$ cat src/rtl/osc_sup_pkg.sv
`default_nettype none
// +--------------------------------------------------------------------+
// | osc_sup_pkg - shared types and helpers for osc_clk_supervisor      |
// | Rev 1.0                                                            |
// +--------------------------------------------------------------------+
package osc_sup_pkg;

  typedef enum logic [2:0] {
    RC_RUN   = 3'd0,
    GATE_OFF = 3'd1,
    SWITCH   = 3'd2,
    GATE_ON  = 3'd3,
    XTL_RUN  = 3'd4
  } sup_state_e;

  localparam logic SEL_RC  = 1'b0;
  localparam logic SEL_XTL = 1'b1;

  function automatic logic in_range(input logic [31:0] cnt,
                                    input logic [31:0] lo,
                                    input logic [31:0] hi);
    return (cnt >= lo) && (cnt <= hi);
  endfunction

endpackage
`default_nettype wire

$ cat src/rtl/osc_sync_edge.sv
`default_nettype none
// +--------------------------------------------------------------------+
// | osc_sync_edge - 2-flop synchroniser with both-edge pulse detector  |
// | Rev 1.0                                                            |
// +--------------------------------------------------------------------+
module osc_sync_edge (
  input  logic clk,
  input  logic rst,
  input  logic async_in,
  output logic edge_pulse
);

  logic meta_q;
  logic sync_q;
  logic prev_q;

  always_ff @(posedge clk) begin
    if (rst) begin
      meta_q <= 1'b0;
      sync_q <= 1'b0;
      prev_q <= 1'b0;
    end else begin
      meta_q <= async_in;
      sync_q <= meta_q;
      prev_q <= sync_q;
    end
  end

  assign edge_pulse = sync_q ^ prev_q;

endmodule
`default_nettype wire

$ cat src/rtl/osc_clk_supervisor.sv
`default_nettype none
// +--------------------------------------------------------------------+
// | osc_clk_supervisor - crystal health monitor and glitch-safe RC/XTL |
// | clock-select sequencer.                                  Rev 1.0   |
// +--------------------------------------------------------------------+
module osc_clk_supervisor
  import osc_sup_pkg::*;
#(
  parameter int WINDOW_CYCLES = 1024,
  parameter int EXP_MIN       = 240,
  parameter int EXP_MAX       = 272,
  parameter int GOOD_WINDOWS  = 4,
  parameter int GATE_CYCLES   = 8,
  parameter int CNT_W         = 16
) (
  input  logic             CLK,
  input  logic             RESET,
  input  logic             XTL_TOGGLE,
  input  logic             ENABLE,
  input  logic             FORCE_RC,
  output logic             CLK_SEL,
  output logic             CLK_GATE_EN,
  output logic             XTL_GOOD,
  output logic [CNT_W-1:0] EDGE_COUNT,
  output logic             SWITCH_EVT,
  output logic [7:0]       FAULT_CNT
);

  localparam int WIN_W  = $clog2(WINDOW_CYCLES);
  localparam int GOOD_W = $clog2(GOOD_WINDOWS + 1);
  localparam int GATE_W = $clog2(GATE_CYCLES + 1);
  localparam logic [WIN_W-1:0]  WIN_LAST  = WIN_W'(WINDOW_CYCLES - 1);
  localparam logic [GOOD_W-1:0] GOOD_MAX  = GOOD_W'(GOOD_WINDOWS);
  localparam logic [GATE_W-1:0] GATE_LAST = GATE_W'(GATE_CYCLES - 1);

  logic edge_pulse;
  logic win_tc;
  logic verdict_ok;
  logic [CNT_W-1:0] edge_total;

  sup_state_e        state_q, state_d;
  logic              target_q, target_d;
  logic [GATE_W-1:0] gate_cnt_q, gate_cnt_d;
  logic [WIN_W-1:0]  win_q, win_d;
  logic [CNT_W-1:0]  edge_cnt_q, edge_cnt_d;
  logic [CNT_W-1:0]  edge_count_q, edge_count_d;
  logic              xtl_good_q, xtl_good_d;
  logic [GOOD_W-1:0] good_cnt_q, good_cnt_d;
  logic [7:0]        fault_cnt_q, fault_cnt_d;
  logic              clk_sel_q, clk_sel_d;
  logic              gate_en_q, gate_en_d;
  logic              switch_evt_q, switch_evt_d;

  osc_sync_edge u_sync (
    .clk        (CLK),
    .rst        (RESET),
    .async_in   (XTL_TOGGLE),
    .edge_pulse (edge_pulse)
  );

  // The closing window includes an edge seen on its own terminal cycle.
  assign win_tc     = (win_q == WIN_LAST);
  assign edge_total = (edge_cnt_q == {CNT_W{1'b1}}) ? edge_cnt_q
                                                    : edge_cnt_q + CNT_W'(edge_pulse);
  assign verdict_ok = in_range(32'(edge_total), 32'(EXP_MIN), 32'(EXP_MAX));

  always_comb begin
    win_d        = win_tc ? '0 : win_q + 1'b1;
    edge_cnt_d   = win_tc ? '0 : edge_total;
    edge_count_d = win_tc ? edge_total : edge_count_q;
    xtl_good_d   = win_tc ? verdict_ok : xtl_good_q;
    good_cnt_d   = good_cnt_q;
    fault_cnt_d  = fault_cnt_q;
    state_d      = state_q;
    target_d     = target_q;
    gate_cnt_d   = gate_cnt_q;
    clk_sel_d    = clk_sel_q;
    gate_en_d    = gate_en_q;
    switch_evt_d = 1'b0;

    if (win_tc) begin
      if (verdict_ok) begin
        if (good_cnt_q != GOOD_MAX) good_cnt_d = good_cnt_q + 1'b1;
      end else begin
        good_cnt_d = '0;
        if (clk_sel_q == SEL_XTL && fault_cnt_q != 8'hFF) fault_cnt_d = fault_cnt_q + 1'b1;
      end
    end

    case (state_q)
      RC_RUN: begin
        if (ENABLE && !FORCE_RC && good_cnt_q == GOOD_MAX) begin
          state_d    = GATE_OFF;
          target_d   = SEL_XTL;
          gate_en_d  = 1'b0;
          gate_cnt_d = '0;
        end
      end
      XTL_RUN: begin
        // A stale bad verdict taken during the inbound sequence also ejects us here.
        if (!ENABLE || FORCE_RC || !xtl_good_q || (win_tc && !verdict_ok)) begin
          state_d    = GATE_OFF;
          target_d   = SEL_RC;
          gate_en_d  = 1'b0;
          gate_cnt_d = '0;
        end
      end
      GATE_OFF: begin
        if (gate_cnt_q == GATE_LAST) begin
          state_d      = SWITCH;
          clk_sel_d    = target_q;
          switch_evt_d = 1'b1;
        end else begin
          gate_cnt_d = gate_cnt_q + 1'b1;
        end
      end
      SWITCH: begin
        state_d    = GATE_ON;
        gate_cnt_d = '0;
        good_cnt_d = '0;
      end
      GATE_ON: begin
        if (gate_cnt_q == GATE_LAST) begin
          state_d   = (clk_sel_q == SEL_XTL) ? XTL_RUN : RC_RUN;
          gate_en_d = 1'b1;
        end else begin
          gate_cnt_d = gate_cnt_q + 1'b1;
        end
      end
      default: state_d = RC_RUN;
    endcase
  end

  always_ff @(posedge CLK) begin
    if (RESET) begin
      state_q      <= RC_RUN;
      target_q     <= SEL_RC;
      gate_cnt_q   <= '0;
      win_q        <= '0;
      edge_cnt_q   <= '0;
      edge_count_q <= '0;
      xtl_good_q   <= 1'b0;
      good_cnt_q   <= '0;
      fault_cnt_q  <= '0;
      clk_sel_q    <= SEL_RC;
      gate_en_q    <= 1'b1;
      switch_evt_q <= 1'b0;
    end else begin
      state_q      <= state_d;
      target_q     <= target_d;
      gate_cnt_q   <= gate_cnt_d;
      win_q        <= win_d;
      edge_cnt_q   <= edge_cnt_d;
      edge_count_q <= edge_count_d;
      xtl_good_q   <= xtl_good_d;
      good_cnt_q   <= good_cnt_d;
      fault_cnt_q  <= fault_cnt_d;
      clk_sel_q    <= clk_sel_d;
      gate_en_q    <= gate_en_d;
      switch_evt_q <= switch_evt_d;
    end
  end

  assign CLK_SEL     = clk_sel_q;
  assign CLK_GATE_EN = gate_en_q;
  assign XTL_GOOD    = xtl_good_q;
  assign EDGE_COUNT  = edge_count_q;
  assign SWITCH_EVT  = switch_evt_q;
  assign FAULT_CNT   = fault_cnt_q;

endmodule
`default_nettype wire

$ cat config.mk
export PLATFORM = sky130hd
export DESIGN_NAME = osc_clk_supervisor
export DESIGN_NICKNAME = d
export VERILOG_FILES = /design/src/rtl/osc_sup_pkg.sv /design/src/rtl/osc_sync_edge.sv /design/src/rtl/osc_clk_supervisor.sv
export SDC_FILE = /design/constraint.sdc
export NUM_CORES = 1
export LEC_CHECK = 0
export CORE_UTILIZATION = 59
export CTS_CLUSTER_SIZE = 20
export DETAILED_ROUTE_END_ITERATION = 8
export DONT_BUFFER_PORTS = 1
export PLACE_DENSITY = 0.75
export SYNTH_ARGS = -nofsm -noshare
export SYNTH_HDL_FRONTEND = slang
export SYNTH_SLANG_ARGS = --single-unit
$ cat constraint.sdc
create_clock -name CLK -period 3.5 [get_ports CLK]
set_input_delay 0.35 -clock CLK [delete_from_list [all_inputs] [get_ports CLK]]
set_output_delay 0.35 -clock CLK [all_outputs]
set_load 0.005 [all_outputs]
After elaboration in Yosys (flattened, before gate mapping)
Cells that the tools add are included.
Cells by class
  add/sub/neg operators: 5
  $lt $le $gt $ge: 2
  equality and inequality tests: 16
  muxes and demuxes: 20
  bitwise gates (word level): 3
  reductions and logical operators: 27
Operators with widths (number)
  3-bit two-way mux: 7
  16-bit by 1-bit adder with 16-bit output: 1
  16-bit equality test, second input constant: 1
  16-bit by 8-bit >= comparator with 1-bit output, second input constant: 1
  16-bit by 9-bit <= comparator with 1-bit output, second input constant: 1
  16-bit two-way mux: 1
  4-bit one-hot mux with 4 select lines: 1
  3-bit one-hot mux with 5 select lines: 1
  4-bit two-way mux: 3
  4-bit AND reduction: 3
  10-bit by 1-bit adder with 10-bit output, second input constant: 1
  10-bit equality test, second input constant: 1
  2-bit != test, second input constant: 5
  8-bit by 1-bit adder with 8-bit output, second input constant: 1
  8-bit != test, second input constant: 1
  2-bit OR reduction: 4
  3-bit by 2-bit equality test with 1-bit output, second input constant: 2
  3-bit equality test, second input constant: 2
  3-bit AND reduction: 2
  1-bit logical AND: 5
  1-bit two-way mux: 5
  4-bit by 1-bit adder with 4-bit output, second input constant: 1
  4-bit by 3-bit equality test with 1-bit output, second input constant: 1
  1-bit logical NOT: 4
  other kinds (14): 18
Word-level totals
  register bits after elaboration: 68
  input bits: 5
  word-level logic and storage cells: 88

Depth between registers and ports, before layout
Gate-level depths: netlist of run 1.
  word-level depth: 10
  mapped depth: 13
  depth with buffers taken out: 12

Modules after synthesis
From an unflattened synthesis of run 1, not the netlist that was laid out.
Unflattened totals
  cell total of the unflattened synthesis: 395
  area, all modules: 3303.2 um2
By module, submodules not included
  osc_clk_supervisor: instances 1, cells an instance 388, area each 3215.6 um2, sequential area each 1301.2 um2
  osc_sync_edge: instances 1, cells an instance 7, area each 87.6 um2, sequential area each 60.1 um2

Least setup slack after synthesis of run 1
No wires, ideal clock.
  kind: register to register
  from: reg u_sync.sync_q
  to: reg fault_cnt_q[1] (netlist: FAULT_CNT[1])
  setup time: 128 ps
  arrival time: 2535 ps
  required time: 3372 ps
  path slack: 838 ps
  stages on the path, launching flop included: 13
  clock period less this slack: 2662 ps
  cell sequence: dfxtp_1 > xor2_1 > ha_1 > nand4_1 > or4_1 > o21ai_0 > nand2_1 > nor4_2 > nand3_2 > buf_2 > nand3_2 > mux2i_1 > nor2_1
On the way
  longest elaborated chain between the ends: 7
  elaborated cells between the ends (all ways): 8
RTL lines
  start: declaration: line osc_sync_edge.sv:14  | logic sync_q;
  start signal: assignment: line osc_sync_edge.sv:24  | sync_q <= meta_q;
  1-bit bitwise XOR *: line osc_sync_edge.sv:29  | assign edge_pulse = sync_q ^ prev_q;
  16-bit by 1-bit adder with 16-bit output *: line osc_clk_supervisor.sv:64  | : edge_cnt_q + CNT_W'(edge_pulse);
  16-bit two-way mux *: line osc_clk_supervisor.sv:63  | assign edge_total = (edge_cnt_q == {CNT_W{1'b1}}) ? edge_cnt_q
  16-bit by 8-bit >= comparator with 1-bit output or 16-bit by 9-bit <= comparator with 1-bit output (tied branches): line osc_sup_pkg.sv:22  | return (cnt >= lo) && (cnt <= hi);
  1-bit logical AND *: line osc_sup_pkg.sv:22
  1-bit NOT (no line) *
  3-bit AND reduction (no line) *
  end signal: assignment: line osc_clk_supervisor.sv:157  | fault_cnt_q <= fault_cnt_d;
  end: declaration: line osc_clk_supervisor.sv:49  | logic [7:0] fault_cnt_q, fault_cnt_d;
Mark *: on every way between the ends. The rest lies on a longest branch, timed or not.
A chain may end at the register's enable or synchronous reset.

Worst setup path after layout of run 1
  from: reg u_sync.sync_q
  to: reg gate_cnt_q[2]
On the way
  longest elaborated chain between the ends: 10
  elaborated cells between the ends (all ways): 11
RTL lines
  1-bit bitwise XOR *: line osc_sync_edge.sv:29
  16-bit by 1-bit adder with 16-bit output *: line osc_clk_supervisor.sv:64
  16-bit two-way mux *: line osc_clk_supervisor.sv:63
  16-bit by 8-bit >= comparator with 1-bit output or 16-bit by 9-bit <= comparator with 1-bit output (tied branches): line osc_sup_pkg.sv:22
  1-bit logical AND *: line osc_sup_pkg.sv:22
  1-bit logical NOT *: line osc_clk_supervisor.sv:101  | if (!ENABLE || FORCE_RC || !xtl_good_q || (win_tc && !verdict_ok)) begin
  1-bit logical AND *: line osc_clk_supervisor.sv:101
  1-bit logical OR *: line osc_clk_supervisor.sv:101
  2-bit != test (no line) *
  4-bit AND reduction (no line) *
  end signal: assignment: line osc_clk_supervisor.sv:151  | gate_cnt_q <= gate_cnt_d;
  end: declaration: line osc_clk_supervisor.sv:43  | logic [GATE_W-1:0] gate_cnt_q, gate_cnt_d;
Marks and branches as above.

==> run summary, run 1 <==
Status - complete, no violations
Placed Area - 0.00323 mm^2
Top FF cell, synth - dfxtp_1
RSZ-0062 raised after global routing - no
Largest net degree at the start of global routing - 44
Synth warn - 0
Initial antenna violation count - 0
Antenna diodes - 0
Clock-pin slew on the worst setup and hold paths - 70 ps
Syn Area/Cell - 8.19 um^2
VDD IR-drop max - 0.000299 V
Top-level I/O count - 33
Count of final setup violators - 0
Root Driver - clkbuf_8
Grt ovf - 0
Placer Congestion - 0.882
Net Switching - 0.304 mW
Worst setup SP type - register
# hold bufs at CTS - 0
CP cell instances - xor2_1 -> ha_1 -> ha_1 -> nand3_1 -> nor4_1 -> mux2i_1 -> o211ai_1 -> nor4_4 -> nand3_4 -> a21oi_4 -> nor2_1 -> a311oi_2
Switching share of total power - 19.0%
Drt wl/cell - 14.2 um
Ys async rst share - 0%
Die X - 75.4 um
Share of cells above drive strength 1 - 8.21%
EDFF count, synth - 0
Initial core utilization - 61.8%
Worst skew pair latency - 350 ps
Clock network power share - 49.8%
Post-Route Utilization - 68.1%
Seq/Total Area, Yosys - 42.8%
Crit path arrival time - 3450 ps
Syn_nets - 400
Comb pwr share - 1.3%
Rel. slew slack - 69.2%
Rows - 26
Final Cell Area - 0.00350 mm^2
CTS tree - built
FMAX - 313 MHz
Final wirelength - 6530 um
Pins Over Slew Limit - 0
Flop pwr share - 48.9%
Die footprint - 0.00568 mm^2
DRC Markers - 0
Drt pass-1 iters - 5
P&R area growth vs syn - 10.1%
Total setup buffers inserted after CTS - 0
Core area - 0.00514 mm^2
First-pass GRT wire length - 10800 um
Least-Margin Pin Slew - 458 ps
Clock Sinks - 68
Crit path kind - reg2reg
Slowest CP cell - dfxtp_1
TritonCTS buffer count - 9
Req. time, crit path - 3760 ps
CP Capture Type - register
Longest Clk Path Bufs - 2
Die Y - 75.4 um
Total Routing Usage GR - 25.4%
Setup Skew - 8.63 ps
PwrDens - 458 mW/mm^2
CP most frequent cell - ha_1
Vias per inst - 5.86
DP HPWL - 4470 um
CP peak stage delay - 340 ps
Synth unique cells - 47
Synth Instances - 388
Crit path max-delay family - simple AND/OR/NAND/NOR gates
Internal power - 1.30 mW
#FFs+latches synth - 68
Final worst path period share - 91.3%
Vias in the first global route - 2357
Detail Route Antenna Nets - 0
Final TNS setup - 0 ps
Nets - 397
Endpoints failing hold - 0
Hold WS - 64.5 ps
Via count - 2696
Mapped cell area - 0.00318 mm^2
Filler cells - 451
DRT iter0 DRCs - 222
Worst min path class - in2reg
Fin crit period - 3200 ps
Worst Path Max Fanout - 12
Post-CTS sizing - 0
Leak - 1.26 nW
Max_cap viols - 0
Buffers on Ports - 0
H-tree depth - 3
Buf+Inv Stages, Crit Path - 0
[final cells by class]
class | count | area [um^2] | share of cell area (%)
flip-flops and latches | 68 | 1360 | 38.9
multi-input cells | 290 | 1710 | 49.0
clock buffers | 12 | 155 | 4.43
inverters | 9 | 33.8 | 0.965
clock inverters | 4 | 95.1 | 2.72
well taps | 70 | 87.6 | 2.50
repair buffers | 7 | 52.6 | 1.50
[stage by stage]
stage / worst slack [ps] / cells / power (mW)
detailed placement: 314 / 444 / 0.822
global route: 89.4 / 460 / 1.65
global placement: 459 / 444 / 0.821
CTS: 249 / 460 / 1.61
finish: 305 / 460 / 1.60
floorplan: 838 / 388 / 0.824
[cell usage after synthesis (6+ instances only)]
cell type / number / share of area (%)
a211oi_1: 6 / 1.4
a21oi_1: 21 / 3.3
clkbuf_1: 15 / 1.8
dfxtp_1: 68 / 43
ha_1: 7 / 2.8
inv_1: 9 / 1.1
nand2_1: 30 / 3.5
nand3_1: 20 / 3.1
nand4_1: 6 / 1.2
nor2_1: 74 / 8.7
nor2b_1: 8 / 1.6
nor3_1: 19 / 3.0
nor4_1: 6 / 1.2
o21ai_0: 17 / 2.7
xnor2_1: 8 / 2.2
xor2_1: 15 / 4.1
[worst reg2reg max path: cells and delay by family, from the launching register on]
kind                     cells  cell delay, ps
AO/OA/AOI/OAI                3             740
multiplexers                 1             330
AND/OR/NAND/NOR              5            1070
flip-flops                   1             340
XOR/XNOR                     1             160
adder cells (fa/ha/maj)      2             470
[sequential cells by signal (all words and copies together), names as in the netlist, 3 cells and up]
register	flops
gate_cnt_q	4
good_cnt_q	3
win_q	10
FAULT_CNT	8
state_q	3
edge_cnt_q	16
EDGE_COUNT	16
[worst paths after layout]
kind,end,slack (ps),start,cells after the start
max,gate_cnt_q[2],300,u_sync.sync_q,12
min,EDGE_COUNT[7],60,RESET,1
max reg2reg,gate_cnt_q[2],300,u_sync.sync_q,12
min reg2reg,u_sync.sync_q,460,u_sync.meta_q,1
[cell usage in the layout (no fill, tap or decap), drive strengths merged, types with 9 or more instances in the layout]
cell / netlist / routed
xor2: 15 / 15
nand2: 30 / 30
dfxtp: 68 / 68
nor2: 74 / 74
a21oi: 22 / 22
nor3: 19 / 19
nand3: 22 / 22
o21ai: 17 / 17
inv: 9 / 9
nand4: 9 / 9
clkbuf: 16 / 12
[power groups by stage]
stage / clock [mW] / combinational, mW / sequential, mW
2_1_floorplan: 0 / 0.0236 / 0.800
3_3_place_gp: 0 / 0.0203 / 0.801
3_5_place_dp: 0 / 0.0212 / 0.801
4_1_cts: 0.808 / 0.0211 / 0.784
5_1_grt: 0.839 / 0.0237 / 0.784
6_report: 0.798 / 0.0207 / 0.784
[routing by layer]
metal  wire [um]  GRT usage [%]
met1        3100           33.2
met2        2920           38.8
met3         379           6.88
met4         128           12.3
met5           0              0
[cell families after synthesis]
family,after synthesis,share of synthesized area (%)
mux,5,1.57
fa+ha+maj,7,2.76
buf+inv,30,3.74
flops,68,42.8
xor+xnor,23,6.34
compound gates,65,12.8
simple gates,190,30.0
Power figures use the tool's default switching activity.
==> run 2: changes to the inputs <==
- CORE_UTILIZATION: 59 -> 38
- PLACE_DENSITY: 0.75 -> unset
==> run summary, run 2 (synthesis gave the netlist of run 1 again) <==
Status - complete, no violations
Die X - 93.5 um
Vias per inst - 5.33
DRC Markers - 0
Initial antenna violation count - 0
Filler cells - 778
Reg2reg start - u_sync.sync_q
Commonest non-fill, non-tap cell in the layout - nor2_1
R2r setup slk - 290 ps
Via count - 2643
Core area - 0.00789 mm^2
Root Driver - clkbuf_8
Top Metal Used - met4
Grt ovf - 0
Crit path kind - reg2reg
Multi-input gate area - 0.00171 mm^2
Worst skew pair latency - 360 ps
Nets - 401
Crit path arrival time - 3490 ps
Rel. slew slack - 67.2%
P&R area growth vs syn - 10.2%
Worst Path Max Fanout - 12
Req. time, crit path - 3770 ps
Hold Path Stages - 1
Top-level I/O count - 33
Leak - 1.24 nW
Post-Place Cells - 476
CP endpoint - gate_cnt_q[2]
Antenna diodes - 0
RSZ-0062 raised after global routing - no
Rows - 32
Routed wl met2 - 3000 um
Share of cells above drive strength 1 - 9.14%
Vias in the first global route - 2498
First-pass GRT wire length - 11800 um
WL met1 - 3400 um
CTS tree - built
Least-Margin Pin Slew - 491 ps
Pins Over Slew Limit - 0
Max_cap viols - 0
Die footprint - 0.00873 mm^2
Count of final setup violators - 0
Crit. Startpoint - u_sync.sync_q
Drt wl/cell - 13.9 um
DRT iter0 DRCs - 155
PwrDens - 414 mW/mm^2
Final wirelength - 6900 um
Largest net degree at the start of global routing - 44
Reg2reg end - gate_cnt_q[2]
Setup Skew - 15.0 ps
Worst setup SP type - register
Longest Clk Path Bufs - 2
DP HPWL - 4720 um
Total power - 1.45 mW
Total Routing Usage GR - 17.3%
Final TNS setup - 0 ps
FMAX - 311 MHz
Detail Route Antenna Nets - 0
Setup ws final - 286 ps
Final worst path period share - 91.8%
H-tree depth - 3
Clock-pin slew on the worst setup and hold paths - 80 ps
Worst reg2reg path depth - 12
Clock Sinks - 68
Finished Layout Cells - 496
TritonCTS buffer count - 9
Met3 WL - 405 um
Buffers on Ports - 0
Post-Route Utilization - 44.4%
Worst min path class - in2reg
Endpoints failing hold - 0
Commonest non-fill, non-tap cells in the layout - nor2_1 (74), dfxtp_1 (68), nand2_1 (30), a21oi_1 (21), nand3_1 (20)
Post-Place Worst Slack - 214 ps
Die Y - 93.5 um
CP Capture Type - register
Initial core utilization - 40.3%
Fin crit period - 3210 ps
Placer Congestion - 0.847
Drt pass-1 iters - 4
Seq. cell area - 0.00136 mm^2
VDD IR-drop max - 0.000173 V
run 2: cell count changes in the layout (fill, tap and decap cells not counted):
cell | before | now
clkinv_2 | 1 | 2
nor4_4 | 2 | 1
nor4_2 | 0 | 1
clkbuf_8 | 11 | 9
bufinv_16 | 3 | 1
buf_4 | 7 | 11
inv_6 | 0 | 1
clkinvlp_4 | 0 | 2
run 2: through the flow:
step	hold WS, ps	area (um^2)
2_1_floorplan	414	3180
3_3_place_gp	423	3270
3_5_place_dp	426	3270
4_1_cts	39.4	3460
5_1_grt	34.4	3500
6_report	56.3	3500
run 2: cell type report:
class / instances / share of cell area (%)
Timing Repair Buffer: 11 / 2.36
Sequential cell: 68 / 38.9
Clock inverter: 6 / 1.82
Multi-Input combinational cell: 290 / 48.7
Inverter: 9 / 0.965
Clock buffer: 10 / 3.64
Tap cell: 102 / 3.64
run 2: what timing repair did:
| action | in CTS | in global routing |
|---|---|---|
| gates resized for setup | 0 | 1 |
| buffers inserted | 0 | 4 |
| hold buffers | 0 | 0 |
| setup endpoints to repair | 0 | 5 |
run 2: worst max-delay path, cell delays in order (launching register included):
cell	delay, ps
dfxtp_1	350
xor2_1	160
ha_1	230
ha_1	240
nand3_1	170
nor4_1	260
mux2i_1	350
o211ai_1	180
nor4_2	310
nand3_4	240
a21oi_4	320
nor2_1	90
a311oi_2	230
run 2: layer usage:
metal	vias to the layer above	GRT usage, %
met3	9	6.34
met4	0	6.54
met2	54	26.3
met5	-	0
li1	1352	-
met1	1228	22.3
run 2: worst min-delay path by stage:
stage | slack, ps | to | startpoint
3_3_place_gp | 420 | gate_cnt_q[2] | RESET
3_5_place_dp | 430 | gate_cnt_q[2] | RESET
6_report | 60 | EDGE_COUNT[1] | RESET
5_1_grt | 30 | EDGE_COUNT[5] | RESET
4_1_cts | 40 | gate_cnt_q[2] | RESET
2_1_floorplan | 410 | u_sync.sync_q | u_sync.meta_q
run 2: where the power goes:
group	internal, mW	switching (mW)
Sequential	0.779	0.00468
Clock	0.329	0.316
Combinational	0.00810	0.0125
